[config.mk]
export PLATFORM = sky130hd
export DESIGN_NAME = adc_serial_if_flat
export DESIGN_NICKNAME = d
export VERILOG_FILES = /design/src/rtl/adc_serial_if_if.sv /design/src/rtl/adc_serial_if.sv /design/src/flat_wrapper.sv
export SDC_FILE = /design/constraint.sdc
export NUM_CORES = 1
export LEC_CHECK = 0
export ABC_AREA = 1
export BUFFER_PORTS_ARGS = -buffer_cell sky130_fd_sc_hd__buf_2
export CORE_MARGIN = 3
export CORE_UTILIZATION = 54
export DETAILED_ROUTE_END_ITERATION = 8
export PLACE_DENSITY = 0.81
export SLEW_MARGIN = 25
export SYNTH_ARGS = -nofsm -noshare
export SYNTH_HDL_FRONTEND = slang
export SYNTH_SLANG_ARGS = --single-unit
export TNS_END_PERCENT = 10
[constraint.sdc]
create_clock -name clk -period 2.3 [get_ports clk]
set_input_delay 0.46 -clock clk [delete_from_list [all_inputs] [get_ports clk]]
set_output_delay 0.46 -clock clk [all_outputs]
set_load 0.01 [all_outputs]
[src/rtl/adc_serial_if_if.sv]
`default_nettype none
// +----------------------------------------------------------------------+
// | Module      : adc_serial_if_if                                       |
// | Description : Signal bundle between the ADC serial front end and its |
// |               neighbours: ADC pins (SDO/DIN/cs_n), the config word   |
// |               feeding the serializer, and the parallel sample output.|
// | Revision    : 1.0 - initial release                                  |
// +----------------------------------------------------------------------+
interface adc_serial_if_if #(
    parameter int DATA_W = 12,
    parameter int CFG_W  = 8
);
    logic              SDO;
    logic [CFG_W-1:0]  data;
    logic              DIN;
    logic              cs_n;
    logic [DATA_W-1:0] sample;
    logic              sample_valid;
    logic [3:0]        bit_idx;

    // The serial front end
    modport master (
        input  SDO,
        input  data,
        output DIN,
        output cs_n,
        output sample,
        output sample_valid,
        output bit_idx
    );

    // ADC pins plus the sample consumer / config source
    modport slave (
        output SDO,
        output data,
        input  DIN,
        input  cs_n,
        input  sample,
        input  sample_valid,
        input  bit_idx
    );
endinterface
`default_nettype wire

[src/rtl/adc_serial_if.sv]
`default_nettype none
// +----------------------------------------------------------------------+
// | Module      : adc_serial_if                                          |
// | Description : Free-running SPI-style ADC front end. Captures an      |
// |               LSB-first sample on SDO while shifting a config word   |
// |               MSB-first onto DIN, one bit per clk.                   |
// | Revision    : 1.0 - initial release                                  |
// +----------------------------------------------------------------------+
module adc_serial_if #(
    parameter int DATA_W       = 12,
    parameter int CFG_W        = 8,
    parameter int QUIET_CYCLES = 0
) (
    input wire              clk,
    input wire              rst_n,
    adc_serial_if_if.master adc
);
    localparam logic [3:0]      c_LAST_IDX   = 4'(DATA_W - 1);
    localparam int              c_QW         = $clog2(QUIET_CYCLES + 2);
    localparam logic [c_QW-1:0] c_QUIET_LAST = c_QW'(QUIET_CYCLES - 1);

    typedef enum logic [1:0] {
        ST_START = 2'd0,
        ST_SHIFT = 2'd1,
        ST_QUIET = 2'd2
    } state_t;

    state_t            r_state;
    state_t            w_state_nxt;
    logic              w_load;
    logic              w_shift;
    logic              w_last;

    logic              r_cs_n;
    logic              r_din;
    logic [CFG_W-1:0]  r_cfg;
    // Only DATA_W-1 bits are kept: the final bit goes straight from SDO into sample.
    logic [DATA_W-2:0] r_cap;
    logic [DATA_W-1:0] r_sample;
    logic              r_valid;
    logic [3:0]        r_bit_idx;
    logic [c_QW-1:0]   r_quiet_cnt;

    // State register
    always_ff @(posedge clk or negedge rst_n) begin
        if (!rst_n) begin
            r_state <= ST_START;
        end else begin
            r_state <= w_state_nxt;
        end
    end

    // Next-state decode plus load/shift/last strobes for the datapath
    always_comb begin
        w_state_nxt = r_state;
        w_load      = 1'b0;
        w_shift     = 1'b0;
        w_last      = 1'b0;
        case (r_state)
            ST_START: begin
                w_load      = 1'b1;
                w_state_nxt = ST_SHIFT;
            end
            ST_SHIFT: begin
                w_shift = 1'b1;
                if (r_bit_idx == c_LAST_IDX) begin
                    w_last = 1'b1;
                    if (QUIET_CYCLES > 0) begin
                        w_state_nxt = ST_QUIET;
                    end else begin
                        // Back-to-back: the next frame starts on the very next edge
                        w_load = 1'b1;
                    end
                end
            end
            ST_QUIET: begin
                if (r_quiet_cnt == c_QUIET_LAST) begin
                    w_state_nxt = ST_START;
                end
            end
            default: begin
                w_state_nxt = ST_START;
            end
        endcase
    end

    // Chip select is high exactly while the quiet window runs
    always_ff @(posedge clk or negedge rst_n) begin
        if (!rst_n) begin
            r_cs_n <= 1'b1;
        end else begin
            r_cs_n <= (w_state_nxt == ST_QUIET);
        end
    end

    // SDO deserializer, bit counter and sample/valid publication
    always_ff @(posedge clk or negedge rst_n) begin
        if (!rst_n) begin
            r_cap     <= '0;
            r_bit_idx <= '0;
            r_sample  <= '0;
            r_valid   <= 1'b0;
        end else begin
            r_valid <= w_last;
            if (w_shift) begin
                r_cap     <= {adc.SDO, r_cap[DATA_W-2:1]};
                r_bit_idx <= w_last ? 4'd0 : r_bit_idx + 4'd1;
            end
            if (w_last) begin
                r_sample <= {adc.SDO, r_cap};
            end
        end
    end

    // Config serializer: MSB first, zeros once the word is exhausted or between frames
    always_ff @(posedge clk or negedge rst_n) begin
        if (!rst_n) begin
            r_din <= 1'b0;
            r_cfg <= '0;
        end else if (w_load) begin
            r_din <= adc.data[CFG_W-1];
            r_cfg <= {adc.data[CFG_W-2:0], 1'b0};
        end else if (w_shift && !w_last) begin
            r_din <= r_cfg[CFG_W-1];
            r_cfg <= {r_cfg[CFG_W-2:0], 1'b0};
        end else begin
            r_din <= 1'b0;
        end
    end

    // Quiet-window length counter
    always_ff @(posedge clk or negedge rst_n) begin
        if (!rst_n) begin
            r_quiet_cnt <= '0;
        end else if (r_state == ST_QUIET) begin
            r_quiet_cnt <= r_quiet_cnt + c_QW'(1);
        end else begin
            r_quiet_cnt <= '0;
        end
    end

    assign adc.DIN          = r_din;
    assign adc.cs_n         = r_cs_n;
    assign adc.sample       = r_sample;
    assign adc.sample_valid = r_valid;
    assign adc.bit_idx      = r_bit_idx;

endmodule
`default_nettype wire

[src/flat_wrapper.sv]
// flat-port wrapper written by rule: the top's interface ports become plain ports
module adc_serial_if_flat 
#(
    parameter int DATA_W       = 12,
    parameter int CFG_W        = 8,
    parameter int QUIET_CYCLES = 0
)
  (clk, rst_n, adc_SDO, adc_data, adc_DIN, adc_cs_n, adc_sample, adc_sample_valid, adc_bit_idx);
  adc_serial_if_if #(.DATA_W(DATA_W), .CFG_W(CFG_W)) adc_i ();
  input wire clk;
  input wire rst_n;
  input wire logic [$bits(adc_i.SDO)-1:0] adc_SDO;
  input wire logic [$bits(adc_i.data)-1:0] adc_data;
  output wire logic [$bits(adc_i.DIN)-1:0] adc_DIN;
  output wire logic [$bits(adc_i.cs_n)-1:0] adc_cs_n;
  output wire logic [$bits(adc_i.sample)-1:0] adc_sample;
  output wire logic [$bits(adc_i.sample_valid)-1:0] adc_sample_valid;
  output wire logic [$bits(adc_i.bit_idx)-1:0] adc_bit_idx;
  assign adc_i.SDO = adc_SDO;
  assign adc_i.data = adc_data;
  assign adc_DIN = adc_i.DIN;
  assign adc_cs_n = adc_i.cs_n;
  assign adc_sample = adc_i.sample;
  assign adc_sample_valid = adc_i.sample_valid;
  assign adc_bit_idx = adc_i.bit_idx;
  adc_serial_if #(.DATA_W(DATA_W), .CFG_W(CFG_W), .QUIET_CYCLES(QUIET_CYCLES)) u_core (.clk(clk), .rst_n(rst_n), .adc(adc_i));
endmodule
Word level (Yosys, flattened, before mapping)
Cells that the tools add are included.
{"block": "totals", "in_bits": 11, "output_inout_bits": 19, "regBits": 41, "word_cells": 31}
{"block": "op_classes", "n_eq_ne": 4, "n_addsub": 2, "n_mux": 12, "n_reduce_logical": 4}
{"op": "8-bit 2-to-1 mux", "n": 2}
{"op": "1-bit 2-to-1 mux", "n": 6}
{"op": "2-bit case mux with 3 select lines", "n": 1}
{"op": "4-bit by 1-bit adder with 4-bit output, second input constant", "n": 1}
{"op": "2-bit == test, second input constant", "n": 2}
{"op": "4-bit == test, second input constant", "n": 1}
{"op": "4-bit 2-to-1 mux", "n": 1}
{"op": "2-bit by 1-bit == test with 1-bit output, second input constant", "n": 1}
{"op": "2-bit zero test", "n": 1}
{"op": "2-bit 2-to-1 mux", "n": 1}
{"op": "1-bit case mux with 2 select lines", "n": 1}
{"op": "2-bit nonzero test", "n": 1}
{"op": "1-bit adder, second input constant", "n": 1}
{"op": "1-bit logical AND", "n": 1}
{"op": "1-bit zero test", "n": 1}

Logic depth before layout (Yosys ltp)
{"block": "depth", "ltp_word": 7, "depth_mapped": 7, "ltp_nobuf": 6}

Least setup slack after synthesis
OpenSTA, ideal clock, no wires.
{"block": "synth_timing", "path_kind": "register to register", "startpoint": "register u_core.r_bit_idx[0] (netlist: u_core.adc.bit_idx[0])", "endpoint": "register u_core.r_cfg[2]", "period_less_slack_ns": 1.275, "setup_ns": 0.125, "arrival_time_ns": 1.151, "path_stages_with_launch": 6, "setup_slack_ns": 1.025, "n_path_buf": 0, "path_cell_list": "dfrtp_1 ha_1 nand3_2 nand2_1 nand3_1 nand3_1"}
{"block": "synth_between", "elab_chain_len": 6, "word_cells_on_any_way": 8}
{"item": "start: declaration", "line": "adc_serial_if.sv:41", "source": "logic [3:0] r_bit_idx;"}
{"item": "start signal: assignment", "line": "adc_serial_if.sv:107", "source": "r_bit_idx <= w_last ? 4'd0 : r_bit_idx + 4'd1;"}
{"item": "4-bit == test (*)", "line": "adc_serial_if.sv:66", "source": "if (r_bit_idx == c_LAST_IDX) begin"}
{"item": "1-bit 2-to-1 mux (*)", "line": "adc_serial_if.sv:66"}
{"item": "1-bit 2-to-1 mux", "line": "adc_serial_if.sv:59", "source": "case (r_state)"}
{"item": "1-bit zero test", "line": "adc_serial_if.sv:123", "source": "end else if (w_shift && !w_last) begin"}
{"item": "1-bit logical AND", "line": "adc_serial_if.sv:123"}
{"item": "2-bit nonzero test (no line)"}
{"item": "end signal: assignment", "line": "adc_serial_if.sv:122", "source": "r_cfg <= {adc.data[CFG_W-2:0], 1'b0};"}
{"item": "end signal: assignment", "line": "adc_serial_if.sv:125", "source": "r_cfg <= {r_cfg[CFG_W-2:0], 1'b0};"}
{"item": "end: declaration", "line": "adc_serial_if.sv:36", "source": "logic [CFG_W-1:0] r_cfg;"}
Mark *: on every way between the ends. The rest lies on a longest branch, timed or not.
A chain may end at the register's enable or synchronous reset.

Worst setup path in the final report
{"block": "layout_timing", "startpoint": "register u_core.r_state[1]", "endpoint": "register u_core.r_bit_idx[2] (netlist: u_core.adc.bit_idx[2])"}
{"block": "layout_between", "elab_chain_len": 3, "word_cells_on_any_way": 4}
{"item": "start: declaration", "line": "adc_serial_if.sv:28", "source": "state_t r_state;"}
{"item": "start signal: assignment", "line": "adc_serial_if.sv:49", "source": "r_state <= w_state_nxt;"}
{"item": "2-bit by 1-bit == test with 1-bit output (*)", "line": "adc_serial_if.sv:59"}
{"item": "1-bit 2-to-1 mux", "line": "adc_serial_if.sv:59"}
{"item": "4-bit 2-to-1 mux", "line": "adc_serial_if.sv:107"}
Marks and branches as above.

==> tab_implementation.tex <==
\begin{tabular}{lr}
\hline
Metric & Value \\
\hline
\multicolumn{2}{l}{\textbf{Die}} \\
Die area & 3750 µm² \\
Number of top-level pins & 30 \\
Std-Cell Core Area & 2830 µm² \\
Starting density of the core & 0.582 \\
Count of standard-cell rows & 19 \\
Die width & 61.2 µm \\
DIE HEIGHT & 61.2 µm \\
\multicolumn{2}{l}{\textbf{Critical path}} \\
WP data arrival & 1.93 ns \\
Library cell contributing the largest single delay on the critical path & sky130\_fd\_sc\_hd\_\_dfrtp\_1 \\
Startpoint Class & flip-flop \\
Kind of critical path & reg -> reg \\
Maximum fanout along the worst path & 24 \\
Top delay family on crit path & simple AND/OR/NAND/NOR gates \\
Max stage delay on crit path & 0.51 ns \\
Worst path cell trace & inv\_2, nand2\_1, nor2\_1, nand3\_1, o21ai\_0 \\
Required time of the critical path & 2.56 ns \\
Critical path endpoint category & flip-flop \\
Buf+Inv Stages, Crit Path & 1 \\
\multicolumn{2}{l}{\textbf{Timing}} \\
Fin. Hold Viols & 0 \\
Count of final setup violators & 0 \\
Final-layout setup total negative slack & 0 ns \\
Pin slew with the least headroom to its limit & 0.846 ns \\
Highest achievable clock rate & 601 MHz \\
RSZ-0062 raised after global routing & no \\
Setup ws final & 0.636 ns \\
Clock Skews & 0.00870 ns \\
Time the final worst path needs with I/O delays and setup & 1.66 ns \\
Worst slew margin & 0.436 \\
Share of the cycle needed by the critical path after routing & 0.723 \\
Number of max-slew violations in the final report & 0 \\
\multicolumn{2}{l}{\textbf{CTS}} \\
Clock Latency Late Sink & 0.34 ns \\
Buffer depth of the longest clock path & 2 \\
CTS H-Tree Depth & 2 \\
CTS buffer count & 5 \\
Setup Buffers After CTS & 0 \\
Clock input transition at the sequential cells of the worst setup and hold paths & 0.11 ns \\
Number of clock sinks & 40 \\
CTS tree & yes \\
Root buf cell & sky130\_fd\_sc\_hd\_\_clkbuf\_4 \\
CTS hold repair buffers & 0 \\
Post-cts gate resize count & 0 \\
\multicolumn{2}{l}{\textbf{Cells and area}} \\
Final-layout fill cell count & 236 \\
Total Nets Final & 207 \\
Register area & 1000 µm² \\
Layout cells sized above 1 & 0.265 \\
Antenna Cells & 0 \\
Number of cells in the finished layout apart from fillers & 227 \\
Total area of multi-input combinational cells & 524 µm² \\
Growth of design area from synthesis to finish & 11.3\% \\
\multicolumn{2}{l}{\textbf{Outcome}} \\
Status & finished, final reports clean \\
\multicolumn{2}{l}{\textbf{Place}} \\
HPWL reported at the end of detailed placement & 2000 µm \\
Count of input and output buffers & 29 \\
Gp weighted congestion & 0.833 \\
Cell count after placement & 219 \\
Worst slack at placement & 0.652 ns \\
\multicolumn{2}{l}{\textbf{Global route}} \\
Overall fraction of global-route tracks in use & 0.178 \\
Number of antenna violations at the first check in global routing & 0 \\
First-pass GRT wire length & 4790 µm \\
Total global routing overflow & 0 \\
Via count of the first global-routing pass & 1105 \\
Maximum number of pins on one net before global-route repair & 41 \\
\multicolumn{2}{l}{\textbf{Synthesis}} \\
Fraction of registers with async set or reset after synthesis & 1.00 \\
Sequential share of the synthesized area & 0.609 \\
Largest area contributor in the netlist & sky130\_fd\_sc\_hd\_\_dfrtp\_1 \\
Total of flip-flops plus latches after synthesis & 40 \\
Post-Syn Nets & 178 \\
Cell types with the highest counts after synthesis & sky130\_fd\_sc\_hd\_\_nand2\_1 (42), sky130\_fd\_sc\_hd\_\_dfrtp\_1 (39), sky130\_fd\_sc\_hd\_\_nand3\_1 (23), sky130\_fd\_sc\_hd\_\_inv\_1 (15) \\
Share of cell area taken by muxes after synthesis & 0 \\
Count of mapped cells out of synthesis & 166 \\
Top FF cell, synth & sky130\_fd\_sc\_hd\_\_dfrtp\_1 \\
Synthesized area divided by synthesized cell count & 9.92 µm² \\
Number of distinct library cells after synthesis & 20 \\
Number of synthesized flops with an enable pin & 0 \\
Top cell type's share of synthesized area & 0.593 \\
Number of synthesis warnings & 0 \\
Share of the synthesized area in compound gates (AO/OA/AOI/OAI) & 0.101 \\
Dominant combinational cell family by area after synthesis & simple AND/OR/NAND/NOR gates \\
Adder and majority gate portion of the synthesized area & 0.00760 \\
Most repeated cell in the gate-level netlist after synthesis & sky130\_fd\_sc\_hd\_\_nand2\_1 \\
Fraction of synthesized cell area in xor and xnor cells & 0 \\
Area of the mapped netlist & 1650 µm² \\
Synthesized-area fraction occupied by and/or/nand/nor cells & 0.210 \\
Cells taking the most area after synthesis & sky130\_fd\_sc\_hd\_\_dfrtp\_1 (59\%), sky130\_fd\_sc\_hd\_\_nand2\_1 (9.6\%), sky130\_fd\_sc\_hd\_\_nand3\_1 (7.0\%) \\
\multicolumn{2}{l}{\textbf{Power and ir drop}} \\
Pwr/cell area & 640 nW/µm² \\
Maximum VDD drop & 439 µV \\
Lkg Pwr & 0.933 nW \\
\multicolumn{2}{l}{\textbf{Drt}} \\
Avg Vias per Cell & 5.19 \\
Remaining DRCs & 0 \\
Via Count & 1177 \\
Wire length per cell after detailed routing & 12.5 µm \\
Antenna Nets Post-Route & 0 \\
Total length of routed wires & 2840 µm \\
Total iterations of the first detailed-routing run & 4 \\
DR iter-0 viols & 106 \\
\multicolumn{2}{l}{\textbf{Run}} \\
MaxCap Viol Count & 0 \\
\multicolumn{2}{l}{\textbf{Worst hold path}} \\
Worst min path class & in -> async \\
\hline
\end{tabular}
## metal layers
layer | vias to the layer above | global-route usage | part of all wire
li1 | 591 | - | -
met3 | 8 | 0.0524 | 0.055
met4 | 0 | 0.0836 | 0.019
met2 | 23 | 0.285 | 0.49
met1 | 555 | 0.221 | 0.43
met5 | - | 0 | 0
## stage by stage
step	cell area [µm²]	power [W]	util	hold slack (ns)
global route	1830	0.00123	0.648	0.271
detailed placement	1770	0.000833	0.627	0.427
finish	1830	0.00117	0.648	0.215
floorplan	1650	0.000791	-	0.164
CTS	1830	0.00119	0.648	0.249
global placement	1770	0.000830	0.627	0.426
## sequential cells by signal, indices dropped and copies added, names as in the netlist
name                     cells
u_core.adc.DIN               1
u_core.adc.bit_idx           4
u_core.adc.cs_n              1
u_core.adc.sample           12
u_core.adc.sample_valid      1
u_core.r_cap                11
u_core.r_cfg                 7
u_core.r_quiet_cnt           1
u_core.r_state               2
## cell families (layout without fill, tap and decap cells)
logic type               count (synthesis)  count (layout)
AND/OR/NAND/NOR                         76              76
flip-flops                              40              40
AO/OA/AOI/OAI                           25              25
buffers and inverters                   24              54
adder cells (fa/ha/maj)                  1               1
## placed cells by master (no fill, tap or decap), drive strengths merged
cell type	synthesis	routed
inv	17	17
a21oi	2	2
nand3	25	25
buf	6	29
o21ai	23	23
dfrtp	39	39
nand2	42	42
nor3	3	3
dfstp	1	1
clkbuf	1	8
nor2	6	6
ha	1	1
## layout make-up
cell class,instances,share of cell area
clock buffer,8,0.0321
sequential,40,0.547
timing repair buffer,29,0.0792
inverter,17,0.0348
multi-input combinational,102,0.286
tap,31,0.0212
## worst register-to-register path: stages, from the launching register on
cell	delay, ns
sky130_fd_sc_hd__dfrtp_1	0.51
sky130_fd_sc_hd__inv_2	0.23
sky130_fd_sc_hd__nand2_1	0.41
sky130_fd_sc_hd__nor2_1	0.27
sky130_fd_sc_hd__nand3_1	0.09
sky130_fd_sc_hd__o21ai_0	0.08
## final timing paths
kind / from / slack [ns] / endpoint / cells after the start
min: rst_n / 0.21 / u_core.r_state[0] / 1
max: u_core.r_state[1] / 0.64 / u_core.adc.bit_idx[2] / 5
min reg2reg: u_core.r_quiet_cnt / 0.45 / u_core.adc.cs_n / 1
min in group clk: adc_data[2] / 0.36 / u_core.r_cfg[3] / 3
max reg2reg: u_core.r_state[1] / 0.64 / u_core.adc.bit_idx[2] / 5
max in group asynchronous: rst_n / 1.55 / u_core.r_cfg[1] / 1
## where the power goes
part | switching, W | internal, W
Combinational | 0.0000437 | 0.0000283
Sequential | 0.0000142 | 0.000730
Clock | 0.000206 | 0.000151
No activity file was read; power rests on OpenSTA's default activity.
